[src/rtl/demux_sipo_collector.sv]
// Serial-to-parallel collector: routes accepted bits into successive word positions
// selected by an internal counter, with a one-word output buffer toward the consumer.

module demux_sipo_cell (
  input  logic clk,
  input  logic rst_n,
  input  logic wr,
  input  logic clr,
  input  logic d,
  output logic q
);
  always_ff @(posedge clk or negedge rst_n) begin
    if (!rst_n)   q <= 1'b0;
    else if (clr) q <= 1'b0;
    else if (wr)  q <= d;
  end
endmodule

module demux_sipo_collector #(
  parameter int WIDTH = 32,
  parameter int SEL_W = 5,
  parameter int ORDER = 0
) (
  input  logic             clk,
  input  logic             rst_n,
  input  logic             bit_in,
  input  logic             bit_valid,
  output logic             bit_ready,
  input  logic             flush,
  output logic [SEL_W-1:0] sel_out,
  output logic [WIDTH-1:0] word_out,
  output logic             word_valid,
  input  logic             word_ready
);
  localparam logic [SEL_W-1:0] FIRST = (ORDER == 0) ? '0 : SEL_W'(WIDTH-1);
  localparam logic [SEL_W-1:0] LAST  = (ORDER == 0) ? SEL_W'(WIDTH-1) : '0;

  typedef enum logic {EMPTY, HELD} buf_t;
  buf_t state, state_nxt;

  logic [SEL_W-1:0] sel_q;
  logic [WIDTH-1:0] shadow, cap;
  logic             at_last, acc, done, load;

  assign sel_out    = sel_q;
  assign word_valid = (state == HELD);
  assign at_last    = (sel_q == LAST);
  // Only the closing bit must wait for the buffer; earlier bits fill the shadow freely.
  assign bit_ready  = !flush && !(at_last && word_valid && !word_ready);
  assign acc        = bit_valid && bit_ready;
  assign done       = acc && at_last;

  for (genvar i = 0; i < WIDTH; i++) begin : g_lane
    demux_sipo_cell u_cell (
      .clk   (clk),
      .rst_n (rst_n),
      .wr    (acc && (sel_q == SEL_W'(i))),
      .clr   (flush),
      .d     (bit_in),
      .q     (shadow[i])
    );
  end

  // Closing bit bypasses the shadow so the word is complete on the same edge.
  always_comb begin
    cap       = shadow;
    cap[LAST] = bit_in;
  end

  always_ff @(posedge clk or negedge rst_n) begin
    if (!rst_n)     sel_q <= FIRST;
    else if (flush) sel_q <= FIRST;
    else if (acc) begin
      if (at_last)         sel_q <= FIRST;
      else if (ORDER == 0) sel_q <= sel_q + 1'b1;
      else                 sel_q <= sel_q - 1'b1;
    end
  end

  always_ff @(posedge clk or negedge rst_n) begin
    if (!rst_n) state <= EMPTY;
    else        state <= state_nxt;
  end

  always_comb begin
    state_nxt = state;
    load      = 1'b0;
    case (state)
      EMPTY: if (done) begin
        state_nxt = HELD;
        load      = 1'b1;
      end
      HELD: begin
        if (done) load = 1'b1;
        else if (word_ready) state_nxt = EMPTY;
      end
      default: state_nxt = EMPTY;
    endcase
  end

  always_ff @(posedge clk or negedge rst_n) begin
    if (!rst_n)    word_out <= '0;
    else if (load) word_out <= cap;
  end
endmodule
[config.mk]
export PLATFORM = sky130hd
export DESIGN_NAME = demux_sipo_collector
export DESIGN_NICKNAME = d
export VERILOG_FILES = /design/src/rtl/demux_sipo_collector.sv
export SDC_FILE = /design/constraint.sdc
export NUM_CORES = 1
export LEC_CHECK = 0
export CORE_UTILIZATION = 45
export CTS_BUF_LIST = sky130_fd_sc_hd__clkbuf_8
export DETAILED_ROUTE_END_ITERATION = 16
export PLACE_DENSITY = 0.7
export SKIP_CTS_REPAIR_TIMING = 1
export SKIP_LAST_GASP = 1
export SYNTH_ARGS = -nofsm -noshare
export SYNTH_HDL_FRONTEND = slang
export SYNTH_SLANG_ARGS = --single-unit
[constraint.sdc]
create_clock -name clk -period 2.2 [get_ports clk]
set_clock_uncertainty 0.05 [all_clocks]
set_input_delay 0.22 -clock clk [delete_from_list [all_inputs] [get_ports clk]]
set_output_delay 0.22 -clock clk [all_outputs]
set_load 0.01 [all_outputs]
==> results by group, run 1 <==
Critical path
  • CP most frequent cell: ha_1
  • Largest delay share family, worst path: simple AND/OR/NAND/NOR gates
  • Worst Path Required: 1.93 ns
  • Critical path class: register to primary output
  • CP Buf/Inv Count: 1
  • Worst R2R Setup Slack: 0.23 ns
  • CP Max Fanout: 4
  • Slowest cell on crit path: dfrtp_1
  • Crit end category: primary output
  • CP startpoint kind: register
  • Critical Path AT: 1.75 ns
  • Largest stage delay, worst path: 0.38 ns
  • Crit path cell chain: ha_1 > and3_1 > ha_1 > and3b_1 > nor2_1 > dlymetal6s2s_1

Floorplan
  • Ports: 45
  • Die Ht: 87.9 um
  • Cell Rows: 30
  • Die area: 7720 um^2
  • Core region area: 6940 um^2
  • Initial Util: 47.8%
  • Die Wd: 87.9 um

GRT
  • First-pass GRT wire length: 11,800 um
  • Total grt overflow: 0
  • Vias in the first global route: 2,329
  • Largest net degree at the start of global routing: 70
  • GRT Overall Usage: 20.4%
  • Initial antenna violation count: 0
  • Gr busiest metal: met2
  • Met2 Use GR: 29.1%
  • Global-route met1 utilization: 28.8%
  • Met3 GRT Util: 4.05%

Place
  • Final HPWL DP: 4590 um
  • Dpl cell area: 3920 um^2
  • Port Buffers: 44
  • Routability-driven placement congestion ratio: 0.840

Layout
  • Most frequent cells in the layout: dfrtp_1 (69), mux2_1 (43), clkdlybuf4s50_1 (42)
  • P&R area growth vs syn: 25.5%
  • # diodes: 0
  • Commonest non-fill, non-tap cell in the layout: dfrtp_1
  • Fin area: 4160 um^2
  • Nets: 342
  • Layout cell share with drive strength beyond 1: 12.8%

Timing
  • Fin. max-slew vios: 0
  • Slew HR: 65.6%
  • Max frequency: 495 MHz
  • Final Setup Violations: 0
  • Final Hold Viols: 0
  • Actual slew at the worst max-slew pin: 0.515 ns
  • RSZ-0062 raised after global routing: false
  • Min Tclk post-route: 2.02 ns
  • Final worst path period share: 91.9%

Synthesis
  • Yosys cell types: 37
  • Synthesized instance count: 278
  • Yosys warns: 0
  • Area contributors post-synth: dfrtp_1 (52%), mux2_1 (15%), nand4_1 (5.5%)
  • Syn Nets: 290
  • Post-synth ARST share: 100%
  • Post-synth EDFFs: 0
  • Primary flip-flop cell chosen by synthesis mapping: dfrtp_1
  • Syn_area_per_cell: 11.9 um^2
  • Area leader, netlist: dfrtp_1
  • Sequential area share after synthesis: 52.0%
  • Mapped cell area: 3320 um^2
  • Yosys reg bits: 69
  • Proportion of netlist area held by the largest area contributor: 52.0%

Routing
  • Remaining DRCs: 0
  • Via count: 2,373
  • Final wirelength: 6730 um
  • Routed Antenna Nets: 0
  • DR WL/cell: 15.6 um
  • DR pass1 iterations: 4
  • DRT iter0 DRCs: 176
  • Routed vias/inst: 5.51

Power
  • Leak: 2.02 nW
  • Cell Pwr Density: 619 nW/um^2
  • Max IR drop VDD: 410 uV
  • Tot Pwr: 2.58 mW

Clock tree
  • Num CTS Buffers: 9
  • CTS Buffer Depth: 2
  • H-tree lvl count: 3
  • Worst-path clk slew: 0.07 ns
  • CTS tree: yes
  • Root buf cell: clkbuf_8
  • Clk_lat worst skew: 0.35 ns
  • Clock Sinks: 69

Run
  • Max Cap Viol: 0

Min path
  • Hold Path Class: primary input to asynchronous set/reset pin

Status
  • Run status: finished, final reports clean
[cell usage after synthesis (all sizes together) (4+ instances only)]
cell type and number:
inv 6, buf 15, nand2b 4, ha 6
o311ai 16, mux2 46, dfrtp 69, clkbuf 8
nand4 29, nand2 19, nand3b 5, nor2b 16
nand4b 4, nand3 5, and3b 4
[metal layers]
| layer | vias up | wire [um] | part of all wire, % |
|---|---|---|---|
| li1 | 1139 | - | - |
| met1 | 1168 | 3290 | 49 |
| met2 | 56 | 3060 | 45 |
| met3 | 10 | 245 | 3.6 |
| met4 | 0 | 130 | 1.9 |
| met5 | - | 0 | 0 |
[worst reg2reg max path, stage by stage, from the launching register on]
cell and delay (ns):
dfrtp_1 0.38, ha_1 0.20, and3_1 0.17, ha_1 0.23
and3b_1 0.19, buf_4 0.21, o311ai_1 0.32, nand2_1 0.10
[kinds of logic after synthesis]
kind of cell | after synthesis | synth area share, %
AND/OR/NAND/NOR | 102 | 19.5
flip-flops | 69 | 52.0
multiplexers | 46 | 15.6
buffers and inverters | 29 | 4.45
AO/OA/AOI/OAI | 26 | 6.18
adder cells (fa/ha/maj) | 6 | 2.26
[layout make-up]
| class | count | area, um^2 |
|---|---|---|
| fillers | 572 | 2780 |
| flip-flops and latches | 69 | 1730 |
| multi-input cells | 180 | 1440 |
| repair buffers | 64 | 616 |
| clock buffers | 11 | 151 |
| well taps | 96 | 120 |
| clock inverters | 5 | 82.6 |
| inverters | 6 | 22.5 |
[sequential cells by signal (all words and copies together), names as in the netlist]
name,flops
g_lane.u_cell.q,31
sel_out,5
word_valid,1
word_out,32
[report_power, final]
part / leakage, nW / switching, mW / internal (mW)
sequential: 0.963 / 0.00247 / 1.27
clock: 0.120 / 0.475 / 0.702
combinational: 0.943 / 0.0802 / 0.0449
[final timing paths]
path,start,to,depth (start not counted)
hold reg to reg,g_lane[5].u_cell.q,word_out[5],1
setup / recovery,sel_out[0],bit_ready,6
hold / removal,rst_n,word_out[4],3
setup reg to reg,sel_out[0],g_lane[7].u_cell.q,7
min in group clk,g_lane[5].u_cell.q,word_out[5],1
max in group asynchronous,rst_n,word_out[26],3
[per-stage QoR]
step	util [%]	setup slack (ns)	setup TNS [ns]	instances	hold WS, ns
6_report	59.9	0.178	0	431	0.361
5_1_grt	59.9	0.0676	0	431	0.435
4_1_cts	59.8	-0.229	-0.229	430	-0.150
3_5_place_dp	56.4	0.166	0	414	0.223
3_3_place_gp	56.4	0.171	0	414	0.220
2_1_floorplan	-	0.0301	0	278	-0.126
No activity file was read; power rests on OpenSTA's default activity.
==> inputs of run 2 (changes only) <==
Settings changed: CELL_PAD_IN_SITES_DETAIL_PLACEMENT from default to 2, CELL_PAD_IN_SITES_GLOBAL_PLACEMENT from default to 2, CORE_UTILIZATION 45 to 34, PLACE_DENSITY 0.7 to default, PLACE_DENSITY_LB_ADDON from default to 0.1.
==> results by group, run 2 (synthesis gave the netlist of run 1 again) <==
Status
  • Run status: finished, final reports clean (unchanged)

GRT
  • GRT Overall Usage: 18.5% (was 20.4%)
  • First-pass GRT wire length: 14,400 um (was 11,800 um)
  • Total grt overflow: 0 (unchanged)
  • Vias in the first global route: 2,671 (was 2,329)
  • Initial antenna violation count: 0 (unchanged)
  • Largest net degree at the start of global routing: 33 (was 70)

Critical path
  • CP startpoint kind: register (unchanged)
  • R2R Path Start: sel_out[0] (unchanged)
  • Crit end category: primary output (unchanged)
  • Largest stage delay, worst path: 0.39 ns (was 0.38 ns)
  • Critical path class: register to primary output (unchanged)
  • WP depth: 6 (unchanged)
  • Slowest cell on crit path: dfrtp_1 (unchanged)
  • CP Max Fanout: 4 (unchanged)
  • CP most frequent cell: ha_1 (unchanged)
  • CP Buf/Inv Count: 1 (unchanged)
  • Largest delay share family, worst path: simple AND/OR/NAND/NOR gates (unchanged)
  • Worst R2R Setup Slack: 0.17 ns (was 0.23 ns)
  • Critical Path AT: 1.77 ns (was 1.75 ns)
  • Crit path cell chain: ha_1 > and3_1 > ha_1 > and3b_1 > nor2_1 > dlymetal6s2s_1 (unchanged)
  • Reg2Reg Depth: 7 (unchanged)
  • Worst reg2reg endpoint: g_lane[26].u_cell.q (was g_lane[7].u_cell.q)
  • Worst Path Required: 1.93 ns (about the same)

Layout
  • Biggest register: word_out (unchanged)
  • # diodes: 0 (unchanged)
  • Register area: 1730 um^2 (unchanged)
  • Nets: 343 (was 342)
  • Max reg flops: 32 (unchanged)
  • Most frequent cells in the layout: dfrtp_1 (69), mux2_1 (43), clkdlybuf4s50_1 (42) (unchanged)
  • Commonest non-fill, non-tap cell in the layout: dfrtp_1 (unchanged)
  • Layout cell share with drive strength beyond 1: 13.1% (was 12.8%)
  • Layout Cells excl Fill: 465 (was 431)
  • Fin area: 4200 um^2 (was 4160 um^2)
  • P&R area growth vs syn: 26.6% (was 25.5%)
  • Post-layout util: 45.0% (was 59.9%)
  • Filler Cells Inserted: 965 (was 572)
  • Footprint of the multi-input gates: 1440 um^2 (unchanged)

Timing
  • Final Hold Viols: 0 (unchanged)
  • Final Setup Violations: 0 (unchanged)
  • Final worst path period share: 92.8% (was 91.9%)
  • Slew HR: 61.9% (was 65.6%)
  • RSZ-0062 raised after global routing: false (unchanged)
  • Max frequency: 490 MHz (was 495 MHz)
  • Min Tclk post-route: 2.04 ns (was 2.02 ns)
  • Fin. max-slew vios: 0 (unchanged)
  • Actual slew at the worst max-slew pin: 0.571 ns (was 0.515 ns)
  • Hold Slack: 0.361 ns (about the same)

Clock tree
  • Num CTS Buffers: 9 (unchanged)
  • Clk_lat worst skew: 0.33 ns (was 0.35 ns)
  • CTS tree: yes (unchanged)
  • Worst-path clk slew: 0.08 ns (was 0.07 ns)
  • H-tree lvl count: 3 (unchanged)
  • Clock Sinks: 69 (unchanged)
  • CTS Buffer Depth: 2 (unchanged)
  • Root buf cell: clkbuf_8 (unchanged)

Floorplan
  • Die Wd: 101 um (was 87.9 um)
  • Die area: 10,200 um^2 (was 7720 um^2)
  • Initial Util: 35.6% (was 47.8%)
  • Die Ht: 101 um (was 87.9 um)
  • Cell Rows: 35 (was 30)
  • Core region area: 9330 um^2 (was 6940 um^2)
  • Ports: 45 (unchanged)

Power
  • Leak: 2.02 nW (about the same)
  • Cell Pwr Density: 591 nW/um^2 (was 619 nW/um^2)
  • Tot Pwr: 2.48 mW (was 2.58 mW)
  • Max IR drop VDD: 239 uV (was 410 uV)

Routing
  • DR pass1 iterations: 4 (unchanged)
  • Via count: 2,458 (was 2,373)
  • DRT iter0 DRCs: 53 (was 176)
  • Routed Antenna Nets: 0 (unchanged)
  • DR WL/cell: 18.0 um (was 15.6 um)
  • Routed vias/inst: 5.29 (was 5.51)
  • Final wirelength: 8370 um (was 6730 um)
  • Remaining DRCs: 0 (unchanged)

Place
  • Routability-driven placement congestion ratio: 0.772 (was 0.840)
  • Cells after DPL: 448 (was 414)
  • Final HPWL DP: 5890 um (was 4590 um)
  • Port Buffers: 44 (unchanged)
  • Dpl cell area: 3980 um^2 (was 3920 um^2)

Min path
  • Hold Path Class: primary input to asynchronous set/reset pin (unchanged)

Run
  • Max Cap Viol: 0 (unchanged)
==> run 2: through the flow <==
step	setup slack [ns]	setup TNS [ns]
after floorplan	0.0301	0
after global placement	0.160	0
after detailed placement	0.142	0
after CTS	-0.247	-0.247
after global routing	0.0331	0
final	0.159	0
==> run 2: power breakdown <==
group / switching (mW) / leakage [nW] / internal (mW)
clock network: 0.489 / 0.102 / 0.585
registers: 0.00259 / 0.963 / 1.27
logic: 0.0871 / 0.955 / 0.0474
==> run 2: final cells by class <==
type	count	area share, %
clock buffers	11	3.60
clock inverters	5	1.40
inverters	6	0.536
multi-input cells	180	34.4
flip-flops and latches	69	41.1
well taps	129	3.84
repair buffers	65	15.1
==> run 2: metal layers <==
layer / track usage (%) / wire length (um) / vias up
met4: 6.24 / 84 / 0
met3: 2.57 / 144 / 7
met2: 29.9 / 4030 / 33
met5: 0 / 0 / -
met1: 25.6 / 4110 / 1277
li1: - / - / 1141
==> run 2: how the worst max path moves through the flow <==
| stage | to | slack (ns) | from |
|---|---|---|---|
| finish | bit_ready | 0.16 | sel_out[0] |
| global placement | bit_ready | 0.16 | sel_out[0] |
| detailed placement | bit_ready | 0.14 | sel_out[0] |
| global route | g_lane[24].u_cell.q | 0.03 | sel_out[0] |
| CTS | bit_ready | -0.25 | sel_out[0] |
| floorplan | g_lane[22].u_cell.q | 0.03 | sel_out[0] |
==> inputs of run 3 (changes only) <==
Settings changed: ABC_AREA from default to 1, CORE_UTILIZATION 34 to 30.
==> results by group, run 3 <==
Layout
  • Layout Cells excl Fill: 606 (was 465)
  • Filler Cells Inserted: 1,223 (was 965)
  • Commonest non-fill, non-tap cell in the layout: nand2_1 (was dfrtp_1)
  • P&R area growth vs syn: 24.2% (was 26.6%)
  • Fin area: 4110 um^2 (was 4200 um^2)
  • # diodes: 0 (unchanged)
  • Nets: 477 (was 343)
  • Most frequent cells in the layout: nand2_1 (164), dfrtp_1 (69), nand3_1 (65) (was dfrtp_1 (69), mux2_1 (43), clkdlybuf4s50_1 (42))
  • Layout cell share with drive strength beyond 1: 8.30% (was 13.1%)
  • Register area: 1730 um^2 (unchanged)
  • Max reg flops: 32 (unchanged)
  • Biggest register: word_out (unchanged)
  • Footprint of the multi-input gates: 1310 um^2 (was 1440 um^2)

Synthesis
  • Syn_area_per_cell: 7.81 um^2 (was 11.9 um^2)
  • Most frequent cells after synthesis: nand2_1 (164), dfrtp_1 (69), nand3_1 (65), inv_1 (35), o21ai_1 (35) (was dfrtp_1 (69), mux2_1 (43), nand4_1 (29), nand2_1 (19))
  • Sequential area share after synthesis: 52.1% (was 52.0%)
  • Yosys reg bits: 69 (unchanged)
  • Post-synthesis compound-gate area fraction: 6.12% (was 6.18%)
  • Area leader, netlist: dfrtp_1 (unchanged)
  • Synth Area in Adders: 2.27% (was 2.26%)
  • Largest family of logic cells by synthesized area: simple AND/OR/NAND/NOR gates (unchanged)
  • Syn Nets: 436 (was 290)
  • Mapped cell area: 3310 um^2 (was 3320 um^2)
  • Post-synth ARST share: 100% (unchanged)
  • Yosys warns: 0 (unchanged)
  • Post-synth EDFFs: 0 (unchanged)
  • Area contributors post-synth: dfrtp_1 (52%), nand2_1 (19%), nand3_1 (9.8%) (was dfrtp_1 (52%), mux2_1 (15%), nand4_1 (5.5%))
  • Synth Area in Simple Gates: 30.4% (was 19.5%)
  • Synthesized instance count: 424 (was 278)
  • Proportion of netlist area held by the largest area contributor: 52.1% (was 52.0%)
  • Multiplexer share of the synthesized area: 0% (was 15.6%)
  • Primary flip-flop cell chosen by synthesis mapping: dfrtp_1 (unchanged)
  • Xor and xnor fraction of the mapped netlist area: 0% (unchanged)
  • Yosys cell types: 20 (was 37)
  • Count leader, synth: nand2_1 (was dfrtp_1)

GRT
  • Vias in the first global route: 3,138 (was 2,671)
  • GRT Overall Usage: 18.3% (was 18.5%)
  • First-pass GRT wire length: 16,000 um (was 14,400 um)
  • Total grt overflow: 0 (unchanged)
  • Largest net degree at the start of global routing: 70 (was 33)
  • Initial antenna violation count: 0 (unchanged)

Run
  • Max Cap Viol: 0 (unchanged)

Floorplan
  • Initial Util: 31.5% (was 35.6%)
  • Die area: 11,500 um^2 (was 10,200 um^2)
  • Die Wd: 107 um (was 101 um)
  • Die Ht: 107 um (was 101 um)
  • Core region area: 10,500 um^2 (was 9330 um^2)
  • Ports: 45 (unchanged)
  • Cell Rows: 37 (was 35)

Clock tree
  • CTS Buffer Depth: 2 (unchanged)
  • Root buf cell: clkbuf_8 (unchanged)
  • CTS tree: yes (unchanged)
  • H-tree lvl count: 3 (unchanged)
  • Clock Sinks: 69 (unchanged)
  • Num CTS Buffers: 9 (unchanged)
  • Clk_lat worst skew: 0.37 ns (was 0.33 ns)
  • Worst-path clk slew: 0.08 ns (about the same)

Routing
  • DR pass1 iterations: 4 (unchanged)
  • Via count: 2,894 (was 2,458)
  • Final wirelength: 9280 um (was 8370 um)
  • DR WL/cell: 15.3 um (was 18.0 um)
  • Routed Antenna Nets: 0 (unchanged)
  • Remaining DRCs: 0 (unchanged)
  • DRT iter0 DRCs: 139 (was 53)
  • Routed vias/inst: 4.78 (was 5.29)

Min path
  • Hold Path Class: primary input to asynchronous set/reset pin (unchanged)

Place
  • Port Buffers: 44 (unchanged)
  • Final HPWL DP: 6010 um (was 5890 um)
  • Cells after DPL: 589 (was 448)
  • Dpl ws: 0.0366 ns (was 0.142 ns)
  • Routability-driven placement congestion ratio: 0.737 (was 0.772)
  • Dpl cell area: 3910 um^2 (was 3980 um^2)

Critical path
  • Largest stage delay, worst path: 0.36 ns (was 0.39 ns)
  • Critical Path AT: 1.84 ns (was 1.77 ns)
  • Crit path cell chain: ha_1 > nand2_1 > nor2_2 > ha_1 > nand2_1 > nor2_4 > nor2_1 > dlymetal6s2s_1 (was ha_1 > and3_1 > ha_1 > and3b_1 > nor2_1 > dlymetal6s2s_1)
  • CP startpoint kind: register (unchanged)
  • Slowest cell on crit path: dfrtp_1 (unchanged)
  • Crit end category: primary output (unchanged)
  • CP Buf/Inv Count: 1 (unchanged)
  • Critical path class: register to primary output (unchanged)
  • WP depth: 8 (was 6)
  • Largest delay share family, worst path: simple AND/OR/NAND/NOR gates (unchanged)
  • Reg2Reg Depth: 11 (was 7)
  • Worst Path Required: 1.93 ns (about the same)
  • CP Max Fanout: 3 (was 4)

Power
  • Leak: 2.04 nW (was 2.02 nW)
  • Comb pwr share: 11.2% (was 5.4%)
  • Sw Share: 27.7% (was 23.3%)
  • Psw: 0.720 mW (was 0.578 mW)
  • Tot Pwr: 2.60 mW (was 2.48 mW)
  • Max IR drop VDD: 243 uV (was 239 uV)
  • Clock Power Share: 36.2% (was 43.3%)
  • Int Power: 1.88 mW (was 1.91 mW)
  • Seq pwr share: 52.5% (was 51.3%)
  • Cell Pwr Density: 632 nW/um^2 (was 591 nW/um^2)

Timing
  • Final worst path period share: 96.0% (was 92.8%)
  • Final WS setup: 0.0872 ns (was 0.159 ns)
  • Actual slew at the worst max-slew pin: 0.459 ns (was 0.571 ns)
  • Slew HR: 69.4% (was 61.9%)
  • Min Tclk post-route: 2.11 ns (was 2.04 ns)
  • Final Hold Viols: 0 (unchanged)
  • Fin. max-slew vios: 0 (unchanged)
  • Setup TNS: 0 ns (unchanged)
  • Final Setup Violations: 0 (unchanged)
  • Max frequency: 473 MHz (was 490 MHz)
  • RSZ-0062 raised after global routing: true (was false)

Status
  • Run status: finished, final reports clean (unchanged)
## run 3: cell types whose count changed in the layout (fill, tap and decap cells not counted), sizes merged, moves of 5 or more
cell	change
nand2	+145
inv	+39
o311ai	-16
buf	-8
mux2	-46
nand3b	-5
o21ai	+34
nand3	+60
nor2	+5
nor2b	-16
nand4	-26
## run 3: per-layer routing
metal	track usage [%]	share of wire, %
met1	23.0	46
met2	31.1	49
met3	2.80	2.9
met4	8.22	2.0
met5	0	0
## run 3: cells by family after synthesis
kind of cell / Yosys count
flip-flops: 69
AND/OR/NAND/NOR: 241
buffers and inverters: 69
AO/OA/AOI/OAI: 39
adder cells (fa/ha/maj): 6
## run 3: power groups by stage
| stage | registers (mW) | logic [mW] | clock network, mW |
|---|---|---|---|
| global placement | 1.39 | 0.283 | 0 |
| floorplan | 1.38 | 0.172 | 0 |
| finish | 1.37 | 0.291 | 0.942 |
| global route | 1.37 | 0.336 | 1.04 |
| CTS | 1.37 | 0.300 | 0.987 |
| detailed placement | 1.39 | 0.297 | 0 |
## run 3: metrics by stage
step / util [%] / hold WS (ns)
final: 39.1 / 0.373
after global routing: 39.1 / 0.406
after CTS: 38.9 / -0.164
after detailed placement: 37.2 / 0.239
after global placement: 37.2 / 0.235
after floorplan: - / -0.126
## run 3: final timing paths
path                                  endpoint  slack (ns)                from
min reg2reg                 g_lane[9].u_cell.q        0.43  g_lane[9].u_cell.q
min in group clk                  word_out[31]        0.37              bit_in
max                                  bit_ready        0.09          sel_out[1]
min                               word_out[28]        0.37               rst_n
max reg2reg                g_lane[12].u_cell.q        0.18          sel_out[0]
max in group asynchronous           word_valid        1.42               rst_n
## run 3: tightest hold or removal path, stage by stage
cell and delay [ns]:
dlygate4sd3_1 0.52, buf_2 0.12, buf_12 0.33
## run 3: cell type report
cell class	count	area share, %
Sequential cell	69	42.0
Multi-Input combinational cell	286	31.9
Timing Repair Buffer	57	14.0
Tap cell	136	4.14
Inverter	42	3.83
Clock buffer	11	3.68
Clock inverter	5	0.487
